$ cat src/rtl/dcache_wb_fifo_pkg.sv
// Shared widths, entry layout and address-build constant for the dcache write-back FIFO.
package dcache_wb_fifo_pkg;

    localparam int NUM_SET_BITS = 3;
    localparam int NUM_TAG_BITS = 10;
    localparam int FIFO_SIZE    = 8;

    // Low address bits below the block: blocks are 8 bytes, so always zero.
    localparam logic [2:0] BLOCK_OFFSET = 3'b000;

    typedef struct packed {
        logic [NUM_SET_BITS-1:0] index;
        logic [NUM_TAG_BITS-1:0] tag;
        logic [63:0]             data;
    } wb_entry_t;

endpackage

$ cat src/rtl/dcache_wb_fifo.sv
// Write-back FIFO feeding evicted dcache blocks to memory oldest-first.
// Define WB_FIFO_COALESCE_EN to merge writes that hit an already-queued {index, tag}.
module dcache_wb_fifo
    import dcache_wb_fifo_pkg::*;
#(
    parameter int  NUM_SET_BITS = dcache_wb_fifo_pkg::NUM_SET_BITS,
    parameter int  NUM_TAG_BITS = dcache_wb_fifo_pkg::NUM_TAG_BITS,
    parameter int  FIFO_SIZE    = dcache_wb_fifo_pkg::FIFO_SIZE,
    localparam int ENTRY_W      = NUM_SET_BITS + NUM_TAG_BITS + 64
) (
    input  logic                              clock,
    input  logic                              reset,
    input  logic                              wr_en,
    input  logic [NUM_SET_BITS-1:0]           wr_index,
    input  logic [NUM_TAG_BITS-1:0]           wr_tag,
    input  logic [63:0]                       wr_data,
    output logic                              wr_accept,
    output logic                              full,
    output logic                              empty,
    output logic [FIFO_SIZE-1:0][ENTRY_W-1:0] fifo_entries,
    output logic [FIFO_SIZE-1:0]              fifo_valid,
    output logic                              mem_valid,
    output logic [15:0]                       mem_addr,
    output logic [63:0]                       mem_data,
    input  logic                              mem_ready
);

    localparam int PTR_W = $clog2(FIFO_SIZE);
    localparam int CNT_W = PTR_W + 1;

    typedef struct packed {
        logic [NUM_SET_BITS-1:0] index;
        logic [NUM_TAG_BITS-1:0] tag;
        logic [63:0]             data;
    } entry_t;

    entry_t [FIFO_SIZE-1:0] slots;
    logic   [FIFO_SIZE-1:0] valid_q;
    logic   [PTR_W-1:0]     head;
    logic   [PTR_W-1:0]     tail;
    logic   [CNT_W-1:0]     count;
    logic   [CNT_W-1:0]     count_next;
    logic                   pop;
    logic                   push;
    logic                   coalesce;

    assign mem_valid    = !empty;
    assign pop          = mem_valid && mem_ready;
    assign mem_addr     = {slots[head].tag, slots[head].index, BLOCK_OFFSET};
    assign mem_data     = slots[head].data;
    assign fifo_entries = slots;
    assign fifo_valid   = valid_q;

`ifdef WB_FIFO_COALESCE_EN
    logic [PTR_W-1:0] hit_slot;
    logic [PTR_W-1:0] probe;

    // Youngest-first search; a head slot leaving this cycle cannot absorb the write.
    always_comb begin
        coalesce = 1'b0;
        hit_slot = '0;
        probe    = '0;
        for (int k = 0; k < FIFO_SIZE; k++) begin
            probe = tail - PTR_W'(k + 1);
            if (!coalesce && wr_en && valid_q[probe] &&
                slots[probe].index == wr_index && slots[probe].tag == wr_tag &&
                !(pop && probe == head)) begin
                coalesce = 1'b1;
                hit_slot = probe;
            end
        end
    end
`else
    assign coalesce = 1'b0;
`endif

    assign wr_accept  = wr_en && (coalesce || !full);
    assign push       = wr_en && !full && !coalesce;
    assign count_next = count + CNT_W'(push) - CNT_W'(pop);

    always_ff @(posedge clock or posedge reset) begin
        if (reset) begin
            head    <= '0;
            tail    <= '0;
            count   <= '0;
            full    <= 1'b0;
            empty   <= 1'b1;
            valid_q <= '0;
            // NOTE: the slot array is reset because dcache searches it directly and invalid slots must read as zero.
            slots   <= '0;
        end else begin
            count <= count_next;
            full  <= (count_next == CNT_W'(FIFO_SIZE));
            empty <= (count_next == '0);
            if (pop) begin
                valid_q[head] <= 1'b0;
                slots[head]   <= '0;
                head          <= head + PTR_W'(1);
            end
`ifdef WB_FIFO_COALESCE_EN
            if (coalesce) begin
                slots[hit_slot].data <= wr_data;
            end
`endif
            if (push) begin
                slots[tail]   <= '{index: wr_index, tag: wr_tag, data: wr_data};
                valid_q[tail] <= 1'b1;
                tail          <= tail + PTR_W'(1);
            end
        end
    end

endmodule

$ cat config.mk
export PLATFORM = sky130hd
export DESIGN_NAME = dcache_wb_fifo
export DESIGN_NICKNAME = d
export VERILOG_FILES = /design/src/rtl/dcache_wb_fifo_pkg.sv /design/src/rtl/dcache_wb_fifo.sv
export SDC_FILE = /design/constraint.sdc
export NUM_CORES = 2
export LEC_CHECK = 0
export BUFFER_PORTS_ARGS = -buffer_cell sky130_fd_sc_hd__buf_2
export CORE_AREA = 2 2 309 311
export CTS_CLUSTER_DIAMETER = 30
export DETAILED_ROUTE_END_ITERATION = 6
export DIE_AREA = 0 0 311 313
export GPL_ROUTABILITY_DRIVEN = 0
export GPL_TIMING_DRIVEN = 1
export MAX_ROUTING_LAYER = met4
export SYNTH_ARGS = -nofsm -noshare
export SYNTH_HDL_FRONTEND = slang
export SYNTH_SLANG_ARGS = --single-unit
$ cat constraint.sdc
create_clock -name clock -period 20.5 [get_ports clock]
set_input_delay 4.1 -clock clock [delete_from_list [all_inputs] [get_ports clock]]
set_output_delay 4.1 -clock clock [all_outputs]
set_load 0.05 [all_outputs]
# Word level (Yosys, flattened, before mapping)
# Cells that the tools add are included.
[word_totals]
n_memories = 0
in_bits = 81
register_bits = 636
romBits = 0
mem_bits_rw = 0
latchBits = 0
[op_classes]
n_eq_ne = 1
magnitude_cmp = 4
add_sub_neg = 4
n_mul = 0
bitwise = 5
div = 0
shift = 0
n_reduce_logical = 7
mux = 15
[op_table]
columns = ["op", "n"]
rows = [
  ["2-to-1 mux 616 bit", 2],
  ["AND 616 bit", 1],
  ["bitwise mux 616 bit", 1],
  ["inverter 616 bit", 1],
  ["demux 77 bit (select 3 bit)", 2],
  ["binary-select mux 77 bit (select 3 bit)", 1],
  ["2-to-1 mux 77 bit", 3],
  ["2-to-1 mux 8 bit", 2],
  ["AND 8 bit", 1],
  ["< comparator 3 x 4 -> 1 bit, second input constant", 2],
  ["inverter 8 bit", 1],
  ["bitwise OR 8 bit", 1],
  ["adder 3 x 1 -> 3 bit, second input constant", 2],
  ["demux 1 bit (select 3 bit)", 2],
  ["greater-or-equal comparator 3 x 1 -> 1 bit, second input constant", 2],
  ["adder 4 x 1 -> 4 bit", 1],
  ["== test 4 bit, second input constant", 1],
  ["logical AND 1 bit", 4],
  ["logical NOT 4 bit", 1],
  ["subtractor 4 x 1 -> 4 bit", 1],
  ["logical NOT 1 bit", 2],
  ["2-to-1 mux 1 bit", 2],
]

# Logic depth before layout (Yosys ltp)
[logic_depth]
word_depth = 9
depth_mapped = 8
mapped_depth_nobuf = 7

# Least setup slack after synthesis
# Ideal clock, no wire load.
[synth_path]
kind = "input to output"
from = "in wr_en"
to = "out wr_accept"
path_buffers = 0
arrival_time_ps = 4563
path_slack_ps = 11837
cell_stages = 2
t_required_ps = 16400
cell_sequence = "nand2b_1 inv_1"
[synth_via]
elab_chain_cells = 1
[synth_rtl]
columns = ["item", "line_no", "rtl"]
rows = [
  ["start, declared", "dcache_wb_fifo.sv:13", "input logic wr_en,"],
  ["logical AND 1 bit", "dcache_wb_fifo.sv:77", "assign wr_accept = wr_en && (coalesce || !full);"],
  ["end, declared", "dcache_wb_fifo.sv:17", "output logic wr_accept,"],
]
# No other way between the ends.

# Worst setup path after layout
# Ends and elaborated chain as after synthesis.

==> results.md <==
* Synth Flop Type: dfrtp_1
* Core region area at 94200 sq um
* Final Cycle Share at 43.2%
* Cts repair resizes at 0
* Top cell by count, worst path: buf_2
* CP max stage delay at 0.28 ns
* Later-pin clock latency in the skew report at 0.74 ns
* Initial Utilization at 29.1%
* Final Hold Fails at 0
* Most frequent cells in the layout: buf_2 (785), dfrtp_1 (632), a22o_1 (616)
* Hold Path Sink: fifo_valid[3]
* Hold Buf Count CTS at 0
* R2R setup slack at 16.69 ns
* #FFs+latches synth at 636
* TritonCTS Buffers at 144
* Max-slew violation count at 0
* Worst rel slew slack at 23.0%
* Largest net degree at the start of global routing at 164
* TNS Setup at 0 ns
* Global route overflow at 0
* Critical Path RT at 16.40 ns
* Syn Inst Count at 1826
* Design area at 37200 sq um
* Unique cell type count in the Yosys netlist at 38
* DR vias/cell at 5.57
* Dpl hpwl at 75100 microns
* EDFF count, synth at 0
* R2R depth at 6
* Worst-path cell chain: buf_2 > nand2b_1 > inv_1 > buf_2
* Port Buffers at 785
* Io pins at 789
* Placed Area at 32200 sq um
* CTS tree: yes
* Vias in the first global route at 22600
* Max Cap Violations at 0
* Clock sink count at 636
* Max frequency at 0.113 GHz
* Synthesized area per cell at 15.0 sq um
* Vias after detailed routing at 21900
* Core Rows at 113
* Post-Route WL at 114000 microns
* Die area at 97300 sq um
* Initial DRC count at 2116
* RSZ-0062 raised after global routing: false
* Layout cell share with drive strength beyond 1 at 49.9%
* Tightest Hold Check Type: reg -> reg
* Final #Nets at 2635
* Clock Path Buffers at 3
* Final setup vio count at 0
* Die extent in x at 311 microns
* Slowest-stage cell, CP: buf_2
* Worst Tran Pin Value at 1.16 ns
* Hold Path Cell Cnt at 1
* Drt first pass iters at 5
* RR Endpoint: fifo_entries[104]
* Synth Cell Area at 27400 sq um
* HP Start: fifo_valid[3]
* Crit. End Element: output port
* Fill cells at 8863
* Clock tree root buffer cell: clkbuf_16
* Sequential fraction of the synthesis area at 58.2%
* Final Critical Period at 8.86 ns
* Post-CTS setup buffer count at 0
* Wire per inst at 29.0 microns
* Drt drc at 0
* H-tree levels at 4
* Startpoint types: input pin
* Initial antenna violation count at 14
* Critical path class: in -> out
* Clk slew on worst S/H paths at 0.04 ns
* YS warnings at 0
* Area growth syn-to-layout at 36.0%
* Max Clock Skew at 0.0253 ns
* Max FO, Critical Path at 5
* Final ANT Viol Nets at 0
* Arr. time, crit path at 4.76 ns
* All-Layer GR Usage at 23.7%
* First-pass GRT wire length at 165000 microns
* Die Y at 313 microns
* Critical R2R Launch: head[2]
* CP top delay family: buffers and inverters
* Ys async rst share at 100%
* CP Buf/Inv Count at 3
* Most common cell after layout, fill and taps aside: buf_2
* Status: completed
[synthesized netlist by cell type (2+ instances only)]
library cell	count	area, sq um
a22oi_1	4	30.0
nor2_1	6	22.5
buf_1	87	327
mux2_2	78	878
dfrtp_1	635	15900
and2_1	2	12.5
nand2_1	17	63.8
a22oi_2	4	50.1
a22o_1	616	5400
nor2b_1	5	31.3
xnor2_1	3	26.3
mux4_2	154	3470
a21oi_1	2	10.0
and3b_1	2	17.5
ha_1	5	62.6
nor2_4	2	22.5
nand2b_1	3	18.8
xor2_1	3	26.3
a21o_1	8	60.1
inv_1	5	18.8
buf_2	78	390
clkbuf_1	82	308
buf_4	10	75.1
[worst max path at each step]
stage	startpoint	end	slack [ns]	depth (start not counted)
floorplan	reset	count[0]	7.71	1
finish	wr_en	wr_accept	11.64	4
CTS	wr_en	wr_accept	11.63	4
global placement	wr_en	wr_accept	11.63	4
detailed placement	wr_en	wr_accept	11.63	4
global route	wr_en	wr_accept	11.56	4
[registers in the layout, summed over array words and instances, names as in the netlist]
signal / cells
count: 4
empty: 1
fifo_entries: 616
fifo_valid: 8
full: 1
head: 3
tail: 3
[cell type report]
class / count / area [sq um] / share of cell area (%)
Clock buffer: 186 / 4000 / 10.8
Multi-Input combinational cell: 930 / 10400 / 27.9
Clock inverter: 76 / 973 / 2.62
Inverter: 5 / 22.5 / 0.0605
Antenna cell: 8 / 20.0 / 0.0538
Sequential cell: 636 / 15900 / 42.8
Timing Repair Buffer: 831 / 4290 / 11.5
Tap cell: 1265 / 1580 / 4.26
[logic make-up (layout without fill, tap and decap cells)]
group	Yosys count	after routing	share of synthesized area, %
buf+inv	262	1098	4.09
mux	232	232	15.9
simple gates	48	48	1.02
other cells	1	11	0.0137
xor+xnor	6	6	0.192
fa+ha+maj	6	6	0.302
flops	636	636	58.2
compound gates	635	635	20.3
[metrics by stage]
| stage | setup slack, ns | std cells | util [%] | hold slack (ns) |
|---|---|---|---|---|
| finish | 11.64 | 3937 | 39.5 | 0.475 |
| global route | 11.56 | 3937 | 39.5 | 0.487 |
| CTS | 11.63 | 3929 | 39.5 | 0.477 |
| detailed placement | 11.63 | 3667 | 34.2 | 0.461 |
| global placement | 11.63 | 3667 | 34.2 | 0.455 |
| floorplan | 7.71 | 1828 | - | 0.471 |
[metal layers]
metal	up-vias	track usage [%]	part of all wire [%]
li1	8714	-	-
met1	11500	28.0	38
met2	1418	36.4	48
met3	276	8.38	11
met4	0	10.3	3.9
met5	-	-	0
Power is left out: the tool's default activity adds up to more than one toggle a clock period on the data nets, which glitch-free logic cannot reach.
